==> src/rtl/square_position_ctrl.sv <==
// -----------------------------------------------------------------------------
// square_position_ctrl
//   Converts four raw push-buttons into the top-left pixel position of a
//   movable square for the VGA display stage. Buttons are synchronised and
//   debounced; the position only moves on the frame tick so the square never
//   tears mid-frame.
//
// Ports
//   clk         in   1   pixel clock (shared with the display stage)
//   rst_n       in   1   asynchronous, active-low reset
//   frame_tick  in   1   one-cycle pulse at the start of vertical blanking
//   btn_up      in   1   raw button, active-high, asynchronous to clk
//   btn_down    in   1   raw button, active-high, asynchronous to clk
//   btn_left    in   1   raw button, active-high, asynchronous to clk
//   btn_right   in   1   raw button, active-high, asynchronous to clk
//   sq_x        out  10  square left edge, 0..H_DISPLAY-SQ_SIZE
//   sq_y        out  10  square top edge, 0..V_DISPLAY-SQ_SIZE
//   at_edge     out  4   {up,down,left,right}: square touches that border
// -----------------------------------------------------------------------------
module square_position_ctrl #(
  parameter int H_DISPLAY       = 640,
  parameter int V_DISPLAY       = 480,
  parameter int SQ_SIZE         = 20,
  parameter int STEP            = 4,
  parameter int DEBOUNCE_CYCLES = 250000,
  parameter int INIT_X          = 310,
  parameter int INIT_Y          = 230
) (
  input  logic       clk,
  input  logic       rst_n,
  input  logic       frame_tick,
  input  logic       btn_up,
  input  logic       btn_down,
  input  logic       btn_left,
  input  logic       btn_right,
  output logic [9:0] sq_x,
  output logic [9:0] sq_y,
  output logic [3:0] at_edge
);

  localparam int CNT_W = $clog2(DEBOUNCE_CYCLES) + 1;
  localparam logic [CNT_W-1:0] CNT_LAST_C = CNT_W'(DEBOUNCE_CYCLES - 1);
  localparam logic [CNT_W-1:0] CNT_ONE_C  = CNT_W'(1);

  // Bound arithmetic is done on 11 bits so x+STEP can never overflow.
  localparam logic [10:0] STEP_C  = 11'(STEP);
  localparam logic [10:0] X_MAX_C = 11'(H_DISPLAY - SQ_SIZE);
  localparam logic [10:0] Y_MAX_C = 11'(V_DISPLAY - SQ_SIZE);
  localparam logic [10:0] ZERO_C  = 11'd0;

  typedef enum logic {
    ST_STABLE   = 1'b0,
    ST_CHECKING = 1'b1
  } db_state_t;

  // Bit order everywhere: [3]=up, [2]=down, [1]=left, [0]=right.
  logic [3:0] btn_raw_s;
  logic [3:0] sync1_r;
  logic [3:0] sync2_r;
  logic [3:0] deb_s;

  assign btn_raw_s = {btn_up, btn_down, btn_left, btn_right};

  // Two-flop synchroniser for the asynchronous button inputs.
  always_ff @(posedge clk or negedge rst_n) begin
    if (!rst_n) begin
      sync1_r <= 4'b0000;
      sync2_r <= 4'b0000;
    end else begin
      sync1_r <= btn_raw_s;
      sync2_r <= sync1_r;
    end
  end

  for (genvar i = 0; i < 4; i++) begin : g_db
    db_state_t        state_r;
    logic [CNT_W-1:0] cnt_r;
    logic             deb_bit_r;

    // Debounce FSM: a change is accepted only after the synced input has
    // disagreed with the debounced state for a full DEBOUNCE_CYCLES window.
    always_ff @(posedge clk or negedge rst_n) begin
      if (!rst_n) begin
        state_r   <= ST_STABLE;
        cnt_r     <= '0;
        deb_bit_r <= 1'b0;
      end else begin
        case (state_r)
          ST_STABLE: begin
            if (sync2_r[i] != deb_bit_r) begin
              state_r <= ST_CHECKING;
              cnt_r   <= '0;
            end else begin
              cnt_r   <= '0;
            end
          end
          ST_CHECKING: begin
            if (sync2_r[i] == deb_bit_r) begin
              // Input bounced back: discard the candidate change.
              state_r <= ST_STABLE;
              cnt_r   <= '0;
            end else if (cnt_r == CNT_LAST_C) begin
              deb_bit_r <= ~deb_bit_r;
              state_r   <= ST_STABLE;
              cnt_r     <= '0;
            end else begin
              cnt_r <= cnt_r + CNT_ONE_C;
            end
          end
          default: begin
            state_r <= ST_STABLE;
            cnt_r   <= '0;
          end
        endcase
      end
    end

    assign deb_s[i] = deb_bit_r;
  end

  logic [9:0]  sq_x_r;
  logic [9:0]  sq_y_r;
  logic [3:0]  at_edge_r;
  logic [10:0] x_ext_s;
  logic [10:0] y_ext_s;
  logic [10:0] x_sum_s;
  logic [10:0] y_sum_s;
  logic [10:0] nx_s;
  logic [10:0] ny_s;

  assign x_ext_s = {1'b0, sq_x_r};
  assign y_ext_s = {1'b0, sq_y_r};
  assign x_sum_s = x_ext_s + STEP_C;
  assign y_sum_s = y_ext_s + STEP_C;

  // Candidate next position: saturating step per axis; opposing buttons cancel.
  always_comb begin
    nx_s = x_ext_s;
    ny_s = y_ext_s;

    case ({deb_s[1], deb_s[0]})
      2'b10: begin
        if (x_ext_s < STEP_C) begin
          nx_s = ZERO_C;
        end else begin
          nx_s = x_ext_s - STEP_C;
        end
      end
      2'b01: begin
        if (x_sum_s > X_MAX_C) begin
          nx_s = X_MAX_C;
        end else begin
          nx_s = x_sum_s;
        end
      end
      default: nx_s = x_ext_s;
    endcase

    case ({deb_s[3], deb_s[2]})
      2'b10: begin
        if (y_ext_s < STEP_C) begin
          ny_s = ZERO_C;
        end else begin
          ny_s = y_ext_s - STEP_C;
        end
      end
      2'b01: begin
        if (y_sum_s > Y_MAX_C) begin
          ny_s = Y_MAX_C;
        end else begin
          ny_s = y_sum_s;
        end
      end
      default: ny_s = y_ext_s;
    endcase
  end

  // Position and edge flags commit together, only on a frame tick.
  always_ff @(posedge clk or negedge rst_n) begin
    if (!rst_n) begin
      sq_x_r    <= 10'(INIT_X);
      sq_y_r    <= 10'(INIT_Y);
      at_edge_r <= 4'b0000;
    end else if (frame_tick) begin
      sq_x_r    <= nx_s[9:0];
      sq_y_r    <= ny_s[9:0];
      at_edge_r <= {(ny_s == ZERO_C), (ny_s == Y_MAX_C),
                    (nx_s == ZERO_C), (nx_s == X_MAX_C)};
    end else begin
      sq_x_r    <= sq_x_r;
      sq_y_r    <= sq_y_r;
      at_edge_r <= at_edge_r;
    end
  end

  assign sq_x    = sq_x_r;
  assign sq_y    = sq_y_r;
  assign at_edge = at_edge_r;

endmodule

==> config.mk <==
export PLATFORM = sky130hd
export DESIGN_NAME = square_position_ctrl
export DESIGN_NICKNAME = d
export VERILOG_FILES = /design/src/rtl/square_position_ctrl.sv
export SDC_FILE = /design/constraint.sdc
export NUM_CORES = 1
export LEC_CHECK = 0
export ABC_AREA = 1
export BUFFER_PORTS_ARGS = -buffer_cell sky130_fd_sc_hd__buf_2
export CORE_ASPECT_RATIO = 2
export CORE_MARGIN = 8
export CORE_UTILIZATION = 44
export DETAILED_ROUTE_END_ITERATION = 8
export HOLD_SLACK_MARGIN = 0.05
export PLACE_DENSITY = 0.63
export RECOVER_POWER = 50
export SYNTH_ARGS = -nofsm -noshare
export SYNTH_HDL_FRONTEND = slang
export SYNTH_SLANG_ARGS = --single-unit
==> constraint.sdc <==
create_clock -name clk -period 3.3 [get_ports clk]
set_input_delay 0.165 -clock clk [delete_from_list [all_inputs] [get_ports clk]]
set_output_delay 0.165 -clock clk [all_outputs]
set_load 0.02 [all_outputs]
==> flow_summary.ini, run 1 <==
[clock_network]
cts_max_level = 4
clock-root-buffer = clkbuf_16
numCtsBuffers = 17
numClockSinks = 116
clk_latency_ns = 0.42
cts_tree = yes
clk_transition_reported_paths_ns = 0.06
cts.path.max_buffers = 2

[routing]
drt_wl_total_um = 14800
route.detailed.drc = 0
ant_nets = 0
top_layer_used = met4
drtPass1Iterations = 4
wl_met2_um = 8300
vias = 5541
met1_length_um = 5510
met3_wirelength_um = 395
drt-initial-drc-count = 196
wl_per_cell_um = 13.6
vias_per_cell = 5.09

[logic_synthesis]
synth_edf_count = 0
yosysTopAreaCellShare_pct = 39.8
synth_area_leaders = dfrtp_1, nand2_1, inv_1, nor2_1, nand3_1
ys.warnings.count = 0
ys_types = 46
synth_seq_area_share_pct = 43.7
synth_nets = 856
synth_area_um2 = 6670
yosys_register_bits = 116
syn_area_per_cell_um2 = 7.99
synthArstFlopShare_pct = 100
synth_ff_type = dfrtp_1
syn_inst = 835
yosys.area.top_type = dfrtp_1

[cells_and_area]
n_antenna_cell = 0
stdcell_area_um2 = 7690
nNetsFinal = 901
fillers = 1456
final_cell_mix = nand2_1, dfrtp_1, inv_1
utilization_pct = 51.9
area.growth.synth_to_final_pct = 15.2
drive_gt1_share_pct = 16.6
final_common_cell = nand2_1

[worst_setup_path]
slowest_stage = dfstp_2
worstReg2RegStart = sq_x[2]$_DFFE_PN1P_
cp.arrival_ns = 2.60
critical_path_required_ns = 3.65
path_cells = inv_1 > ha_1 > nand3_1 > nand2_1 > nand3b_1 > nand3_1 > nand2_1 > nand2_1 > nand2_1 > nand2_1 > nand2_1 > nor2_2 > nand3_1 > nand2_1
cpPeakStageDelay_ns = 0.59
reg2reg_to = at_edge[0]$_DFFE_PN0P_
worstSetupStartpointType = flip-flop
crit_type = flip-flop to flip-flop
reg2regPathDepth = 14
r2r_slack_ns = 1.05
path_common_cell = nand2_1
crit_path_max_fanout = 7
cp-end-kind = flip-flop

[global_routing]
grt_max_degree = 61
overflow = 0
antenna_found_initial = 0
grt_pass1_vias = 5580
grt_pass1_wl_um = 25100
grt_usage_pct = 16.3

[timing]
hold_viol = 0
clock_skew_ns = 0.0143
slew_headroom_pct = -3.77
final_max_slew_viol_count = 60
grt_setup_unrepaired = no
period_share_pct = 68.2
fmax_ghz = 0.444
fin_crit_ns = 2.25
tightest_slew_ns = 1.56
tns_ns = 0
whs_ns = 0.107
setup_viol = 0

[hold_path]
worstHoldPathType = primary input to flip-flop
whs_path_depth = 3
hp-start = frame_tick
hold_end = sq_y[2]$_DFFE_PN1P_

[floorplanning]
dieHeight_um = 190
dieArea_um2 = 19600
start_util_pct = 45.0
row_count = 63
core_area_um2 = 14800
fp.dieW_um = 103
ioPinCount = 31

[placed_design]
place_hpwl_um = 10900
io_buffers = 30
gp_congestion = 0.931
placed_area_um2 = 7040

[pwr]
p_leak_nw = 3.47
p_per_area_nw_per_um2 = 522
vdd_ir_drop_max_mv = 0.353

[run]
maxCapViolations = 1

[outcome]
outcome = finished, violations left
violations = max-capacitance violations, max-slew violations
-- cells in the mapped netlist, drive strengths merged (2+ instances only) --
cell / instances
or2: 5
o22ai: 2
ha: 14
nor2: 115
dfstp: 10
nand4: 15
nand3b: 2
clkbuf: 9
xnor2: 6
nand3: 65
o221a: 2
o21ai: 36
o21a: 4
and3b: 2
a31oi: 7
nand2: 203
dfrtp: 106
nor4: 10
buf: 5
a21oi: 37
inv: 104
a211oi: 2
xor2: 27
nor3: 27
and3: 2
nor3b: 14
-- registers in the layout (all words and copies together), names as in the netlist --
name,cells
at_edge,4
g_db.cnt_r,76
g_db.deb_bit_r,4
g_db.state_r,4
sync1_r,4
sync2_r,4
sq_y,10
sq_x,10
-- logic make-up after synthesis --
| family | after synthesis | synth area share (%) |
|---|---|---|
| xor+xnor | 33 | 4.44 |
| simple gates | 461 | 34.1 |
| buf+inv | 118 | 7.05 |
| compound gates | 93 | 8.06 |
| flops | 116 | 43.7 |
| fa+ha+maj | 14 | 2.63 |
-- stage by stage --
| stage | power, W | setup slack, ns | cells |
|---|---|---|---|
| after global placement | 0.00209 | 1.08 | 1051 |
| final | 0.00402 | 1.05 | 1088 |
| after global routing | 0.00419 | 0.712 | 1088 |
| after floorplan | 0.00194 | 1.31 | 835 |
| after detailed placement | 0.00210 | 1.05 | 1051 |
| after CTS | 0.00407 | 1.04 | 1088 |
-- how the worst max path moves through the flow --
stage,from,end,slack (ns),depth (start not counted)
6_report,sq_x[2]$_DFFE_PN1P_,at_edge[0]$_DFFE_PN0P_,1.05,14
5_1_grt,sq_y[2]$_DFFE_PN1P_,at_edge[2]$_DFFE_PN0P_,0.71,15
4_1_cts,sq_x[2]$_DFFE_PN1P_,at_edge[0]$_DFFE_PN0P_,1.04,14
3_5_place_dp,sq_x[2]$_DFFE_PN1P_,at_edge[0]$_DFFE_PN0P_,1.05,14
3_3_place_gp,sq_x[2]$_DFFE_PN1P_,at_edge[0]$_DFFE_PN0P_,1.08,14
2_1_floorplan,sq_x[2]$_DFFE_PN1P_,at_edge[0]$_DFFE_PN0P_,1.31,16
-- where the power goes --
group,internal [W],switching (W)
Sequential,0.00148,0.0000887
Clock,0.00130,0.000650
Combinational,0.000168,0.000327
-- worst max-delay path: cells and delay by family, from the launching register on --
family                     cells  cell delay (ns)
and+or+nand+nor               12             1.14
buffers and inverters          1             0.12
adders and majority gates      1             0.33
DFF                            1             0.59
-- final cells by class --
class                           instances  area, um2  share of cell area (%)
Timing Repair Buffer                   40        235                    3.06
Clock inverter                         10        154                    2.00
Clock buffer                           22        464                    6.04
Sequential cell                       116       2920                    37.9
Multi-Input combinational cell        601       3290                    42.7
Inverter                              104        390                    5.08
Tap cell                              195        244                    3.17
-- layer usage --
layer | vias to the layer above | global-route usage [%]
li1 | 2793 | -
met1 | 2621 | 15.6
met2 | 87 | 30.5
met3 | 40 | 2.93
met4 | 0 | 9.81
met5 | - | 0
-- repair_timing --
item                                   4_1_cts  5_1_grt
gates resized for setup                      0        0
buffers inserted                             0        0
endpoints found under the hold margin       57        0
setup endpoints to repair                    0        0
hold buffers                                 5        0
Note: power is estimated with default switching activity, not from simulation.
==> inputs of run 2 (changes only) <==
--- a/config.mk
+++ b/config.mk
@@ -12,7 +12,7 @@
 export CORE_UTILIZATION = 44
 export DETAILED_ROUTE_END_ITERATION = 8
 export HOLD_SLACK_MARGIN = 0.05
-export PLACE_DENSITY = 0.63
+export PLACE_DENSITY = 0.66
 export RECOVER_POWER = 50
 export SYNTH_ARGS = -nofsm -noshare
 export SYNTH_HDL_FRONTEND = slang
==> constraint.sdc (replaced) <==
create_clock -name clk -period 2.07 [get_ports clk]
set_input_delay 0.1035 -clock clk [delete_from_list [all_inputs] [get_ports clk]]
set_output_delay 0.1035 -clock clk [all_outputs]
set_load 0.02 [all_outputs]
==> flow_summary.ini, run 2 (synthesized netlist as in run 1, its figures left out) <==
[outcome]
outcome = finished, violations left
violations = negative setup slack

[cells_and_area]
largest_register_ffs = 76
nNetsFinal = 968
utilization_pct = 57.9
area.growth.synth_to_final_pct = 28.7
n_antenna_cell = 0
drive_gt1_share_pct = 28.5
final_common_cell = nand2_1
largest-register = g_db.cnt_r
final_cell_mix = nand2_1, dfrtp_1, inv_1
fin_cells = 1155

[floorplanning]
ioPinCount = 31
start_util_pct = 45.0
core_area_um2 = 14800
dieArea_um2 = 19600
row_count = 63
fp.dieW_um = 103
dieHeight_um = 190

[timing]
tns_ns = -0.217
whs_ns = 0.333
hold_viol = 0
setup_viol = 4
grt_setup_unrepaired = yes
final_max_slew_viol_count = 0
tightest_slew_ns = 1.20
period_share_pct = 104
fmax_ghz = 0.464
clock_skew_ns = 0.0141
slew_headroom_pct = 19.8
fin_crit_ns = 2.16
fin_ws_ns = -0.0851

[clock_network]
clock-root-buffer = clkbuf_16
clk_transition_reported_paths_ns = 0.05
numCtsBuffers = 17
cts_tree = yes
cts_max_level = 4
clk_latency_ns = 0.41
cts.path.max_buffers = 2
numClockSinks = 116

[global_routing]
grt_max_degree = 50
antenna_found_initial = 0
grt_usage_pct = 16.9
overflow = 0
grt_pass1_vias = 5892
grt_pass1_wl_um = 26200

[pwr]
p_leak_nw = 3.93
p_per_area_nw_per_um2 = 771
vdd_ir_drop_max_mv = 0.528

[placed_design]
gp_congestion = 0.924
placed_cells = 1096
io_buffers = 30
place_hpwl_um = 11400
place_ws_ns = -0.0694

[worst_setup_path]
path_buf_inv = 4
path_delay_family = simple AND/OR/NAND/NOR gates
cp-end-kind = flip-flop
crit_path_max_fanout = 4
slowest_stage = dfstp_2
crit_type = flip-flop to flip-flop
r2r_slack_ns = -0.09
cpPeakStageDelay_ns = 0.59
cp.arrival_ns = 2.41
path_cells = buf_6 > nand4_1 > nor2_2 > nand2_1 > nand2_1 > nand3_2 > nand2_2 > inv_2 > nand2_4 > nand2_4 > o21ai_4 > buf_4 > buf_6 > o21ai_0
worstSetupStartpointType = flip-flop
critical_path_required_ns = 2.33

[routing]
drtPass1Iterations = 5
drt-initial-drc-count = 216
vias_per_cell = 5.11
ant_nets = 0
vias = 5898
wl_per_cell_um = 13.9
route.detailed.drc = 0
drt_wl_total_um = 16000

[run]
maxCapViolations = 0

[hold_path]
worstHoldPathType = primary input to flip-flop
[run 2: cell types whose count changed in the layout (fill, tap and decap cells not counted), sizes merged]
cell         previous run  this run
buf                    22        97
bufinv                  4         3
dlygate4sd3             5         6
clkbuf                 35        31
clkinv                  6         2
[run 2: power breakdown]
part / switching (W) / internal [W]
logic: 0.000665 / 0.000460
registers: 0.000124 / 0.00237
clock network: 0.000987 / 0.00202
[run 2: worst paths after layout]
check                                          start                         to  cells past startpoint
worst max-delay path             sq_x[2]$_DFFE_PN1P_        sq_x[6]$_DFFE_PN0P_                     14
max in group asynchronous                      rst_n  g_db[1].state_r$_DFF_PN0_                      3
min in group asynchronous                      rst_n       sync1_r[2]$_DFF_PN0_                      2
worst min-delay path                       btn_right       sync1_r[0]$_DFF_PN0_                      2
worst max register to register   sq_x[2]$_DFFE_PN1P_        sq_x[6]$_DFFE_PN0P_                     14
worst min register to register  sync1_r[1]$_DFF_PN0_       sync2_r[1]$_DFF_PN0_                      0
[run 2: metal layers]
layer | up-vias | part of all wire (%) | GRT usage (%)
li1 | 2933 | - | -
met1 | 2813 | 36 | 16.0
met2 | 106 | 57 | 31.6
met3 | 46 | 2.6 | 3.00
met4 | 0 | 4.2 | 10.5
met5 | - | 0 | 0
[run 2: metrics by stage]
| step | cell area, um2 | power (W) |
|---|---|---|
| after global placement | 7400 | 0.00351 |
| after CTS | 8160 | 0.00661 |
| after floorplan | 6670 | 0.00310 |
| final | 8590 | 0.00662 |
| after detailed placement | 7400 | 0.00351 |
| after global routing | 8590 | 0.00690 |
[run 2: final cells by class]
class                      count  area, um2
clock buffer                  27        503
timing repair buffer         107        764
multi-input combinational    601       3660
fill                        1352       6230
inverter                     104        393
clock inverter                 5        100
sequential                   116       2920
tap                          195        244
[run 2: what timing repair did]
action,CTS,global route
setup buffers,4,18
endpoints found under the setup margin,6,33
hold endpoints to repair,49,0
pin swaps,11,50
hold buffers,6,0
resized for setup,15,77
==> inputs of run 3 (changes only) <==
--- a/config.mk
+++ b/config.mk
@@ -8,7 +8,7 @@
 export ABC_AREA = 1
 export BUFFER_PORTS_ARGS = -buffer_cell sky130_fd_sc_hd__buf_2
 export CORE_ASPECT_RATIO = 2
-export CORE_MARGIN = 8
+export CORE_MARGIN = 3
 export CORE_UTILIZATION = 44
 export DETAILED_ROUTE_END_ITERATION = 8
 export HOLD_SLACK_MARGIN = 0.05
==> flow_summary.ini, run 3 (synthesized netlist as in run 1, its figures left out) <==
[outcome]
outcome = finished, violations left
violations = max-capacitance violations, max-slew violations, negative setup slack

[cells_and_area]
drive_gt1_share_pct = 28.3
n_antenna_cell = 0
final_cell_mix = nand2_1, dfrtp_1, inv_1
largest_register_ffs = 76
fillers = 1428
largest-register = g_db.cnt_r
final_common_cell = nand2_1
nNetsFinal = 954
area.growth.synth_to_final_pct = 26.6

[floorplanning]
dieArea_um2 = 16800
fp.dieW_um = 93.1
ioPinCount = 31
start_util_pct = 45.0
row_count = 63
core_area_um2 = 14800
dieHeight_um = 180

[worst_setup_path]
reg2regPathDepth = 15
reg2reg_to = at_edge[1]$_DFFE_PN0P_
path_buf_inv = 0
crit_path_max_fanout = 4
path_common_cell = nand2_1
cp.arrival_ns = 2.50
path_delay_family = simple AND/OR/NAND/NOR gates
worstSetupStartpointType = flip-flop
critical_path_required_ns = 2.42
path_cells = ha_4 > nand3_4 > nor2_2 > nand2_1 > nand2_1 > nand2_1 > nor2_1 > nand3_2 > nand2_4 > nand2_4 > o21ai_4 > nand3_2 > nor2_2 > nand2_1 > nand2_1
crit_type = flip-flop to flip-flop
r2r_slack_ns = -0.08
cpPeakStageDelay_ns = 0.62
worstReg2RegStart = sq_x[2]$_DFFE_PN1P_
slowest_stage = dfstp_2
cp-end-kind = flip-flop

[clock_network]
cts.path.max_buffers = 2
numClockSinks = 116
clk_transition_reported_paths_ns = 0.06
cts_max_level = 4
clk_latency_ns = 0.41
cts_tree = yes
numCtsBuffers = 17
clock-root-buffer = clkbuf_16

[routing]
route.detailed.drc = 0
drt-initial-drc-count = 233
ant_nets = 0
vias_per_cell = 5.11
vias = 5836
drt_wl_total_um = 15700
wl_per_cell_um = 13.7
drtPass1Iterations = 5

[pwr]
p_per_area_nw_per_um2 = 791
p_sw_share_pct = 27.9
p_clk_share_pct = 46.8
power_frac_seq_pct = 37.3
p_leak_nw = 3.82
vdd_ir_drop_max_mv = 0.583
intPower_w = 0.00482
p_comb_share_pct = 15.9
switching_power_w = 0.00186

[hold_path]
hp-start = btn_up
worstHoldPathType = primary input to flip-flop
whs_path_depth = 2
hold_end = sync1_r[3]$_DFF_PN0_

[placed_design]
io_buffers = 30
place_ws_ns = -0.0741
place_hpwl_um = 11400
gp_congestion = 0.934

[timing]
clock_skew_ns = 0.00841
fmax_ghz = 0.466
fin_crit_ns = 2.15
final_max_slew_viol_count = 24
setup_viol = 6
tightest_slew_ns = 1.50
period_share_pct = 104
grt_setup_unrepaired = yes
hold_viol = 0
fin_ws_ns = -0.0755
tns_ns = -0.242
slew_headroom_pct = -0.0672

[global_routing]
overflow = 0
antenna_found_initial = 0
grt_usage_pct = 19.3
grt_max_degree = 60
grt_pass1_wl_um = 25900
grt_pass1_vias = 5847

[run]
maxCapViolations = 1
run 3: power groups by stage:
| stage | clock (W) | combinational, W | sequential [W] |
|---|---|---|---|
| 2_1_floorplan | 0 | 0.000549 | 0.00255 |
| 3_3_place_gp | 0 | 0.000974 | 0.00252 |
| 3_5_place_dp | 0 | 0.000977 | 0.00252 |
| 4_1_cts | 0.00320 | 0.00102 | 0.00249 |
| 5_1_grt | 0.00329 | 0.00118 | 0.00251 |
| 6_report | 0.00312 | 0.00106 | 0.00250 |
run 3: layout make-up:
type                       count  area (um2)  area share, %
clock buffer                  18         429           5.08
clock inverter                14         200           2.37
inverter                     104         390           4.62
multi-input combinational    601        3610           42.7
sequential                   116        2920           34.5
tap                          195         244           2.89
timing repair buffer          93         658           7.79
run 3: repair_timing:
| action | CTS | global route |
|---|---|---|
| hold endpoints to repair | 114 | 0 |
| setup buffers | 2 | 8 |
| pin swaps | 17 | 35 |
| setup endpoints to repair | 9 | 24 |
| resized for setup | 20 | 64 |
| hold buffers | 6 | 0 |
run 3: worst max-delay path by stage:
stage | depth (start not counted) | from | to | slack (ns)
final | 15 | sq_x[2]$_DFFE_PN1P_ | at_edge[1]$_DFFE_PN0P_ | -0.08
after global placement | 15 | sq_y[2]$_DFFE_PN1P_ | at_edge[3]$_DFFE_PN0P_ | -0.07
after CTS | 15 | sq_y[2]$_DFFE_PN1P_ | at_edge[3]$_DFFE_PN0P_ | -0.04
after floorplan | 16 | sq_x[2]$_DFFE_PN1P_ | at_edge[0]$_DFFE_PN0P_ | 0.08
after detailed placement | 13 | sq_y[2]$_DFFE_PN1P_ | at_edge[2]$_DFFE_PN0P_ | -0.07
after global routing | 15 | sq_x[2]$_DFFE_PN1P_ | at_edge[1]$_DFFE_PN0P_ | -0.19
run 3: stage by stage:
stage | cell area [um2] | util, % | power (W) | instances | hold slack [ns]
after floorplan | 6670 | - | 0.00310 | 835 | -0.192
after global placement | 7350 | 49.6 | 0.00350 | 1093 | 0.0362
after detailed placement | 7350 | 49.6 | 0.00350 | 1093 | 0.0425
after CTS | 8140 | 54.9 | 0.00671 | 1133 | 0.141
after global routing | 8440 | 57.0 | 0.00698 | 1141 | 0.330
final | 8440 | 57.0 | 0.00668 | 1141 | 0.333
run 3: routing by layer:
metal | part of all wire, % | global-route usage [%]
met2 | 58 | 38.2
met4 | 4.5 | 9.98
met3 | 2.1 | 3.64
met1 | 36 | 17.9
met5 | 0 | 0
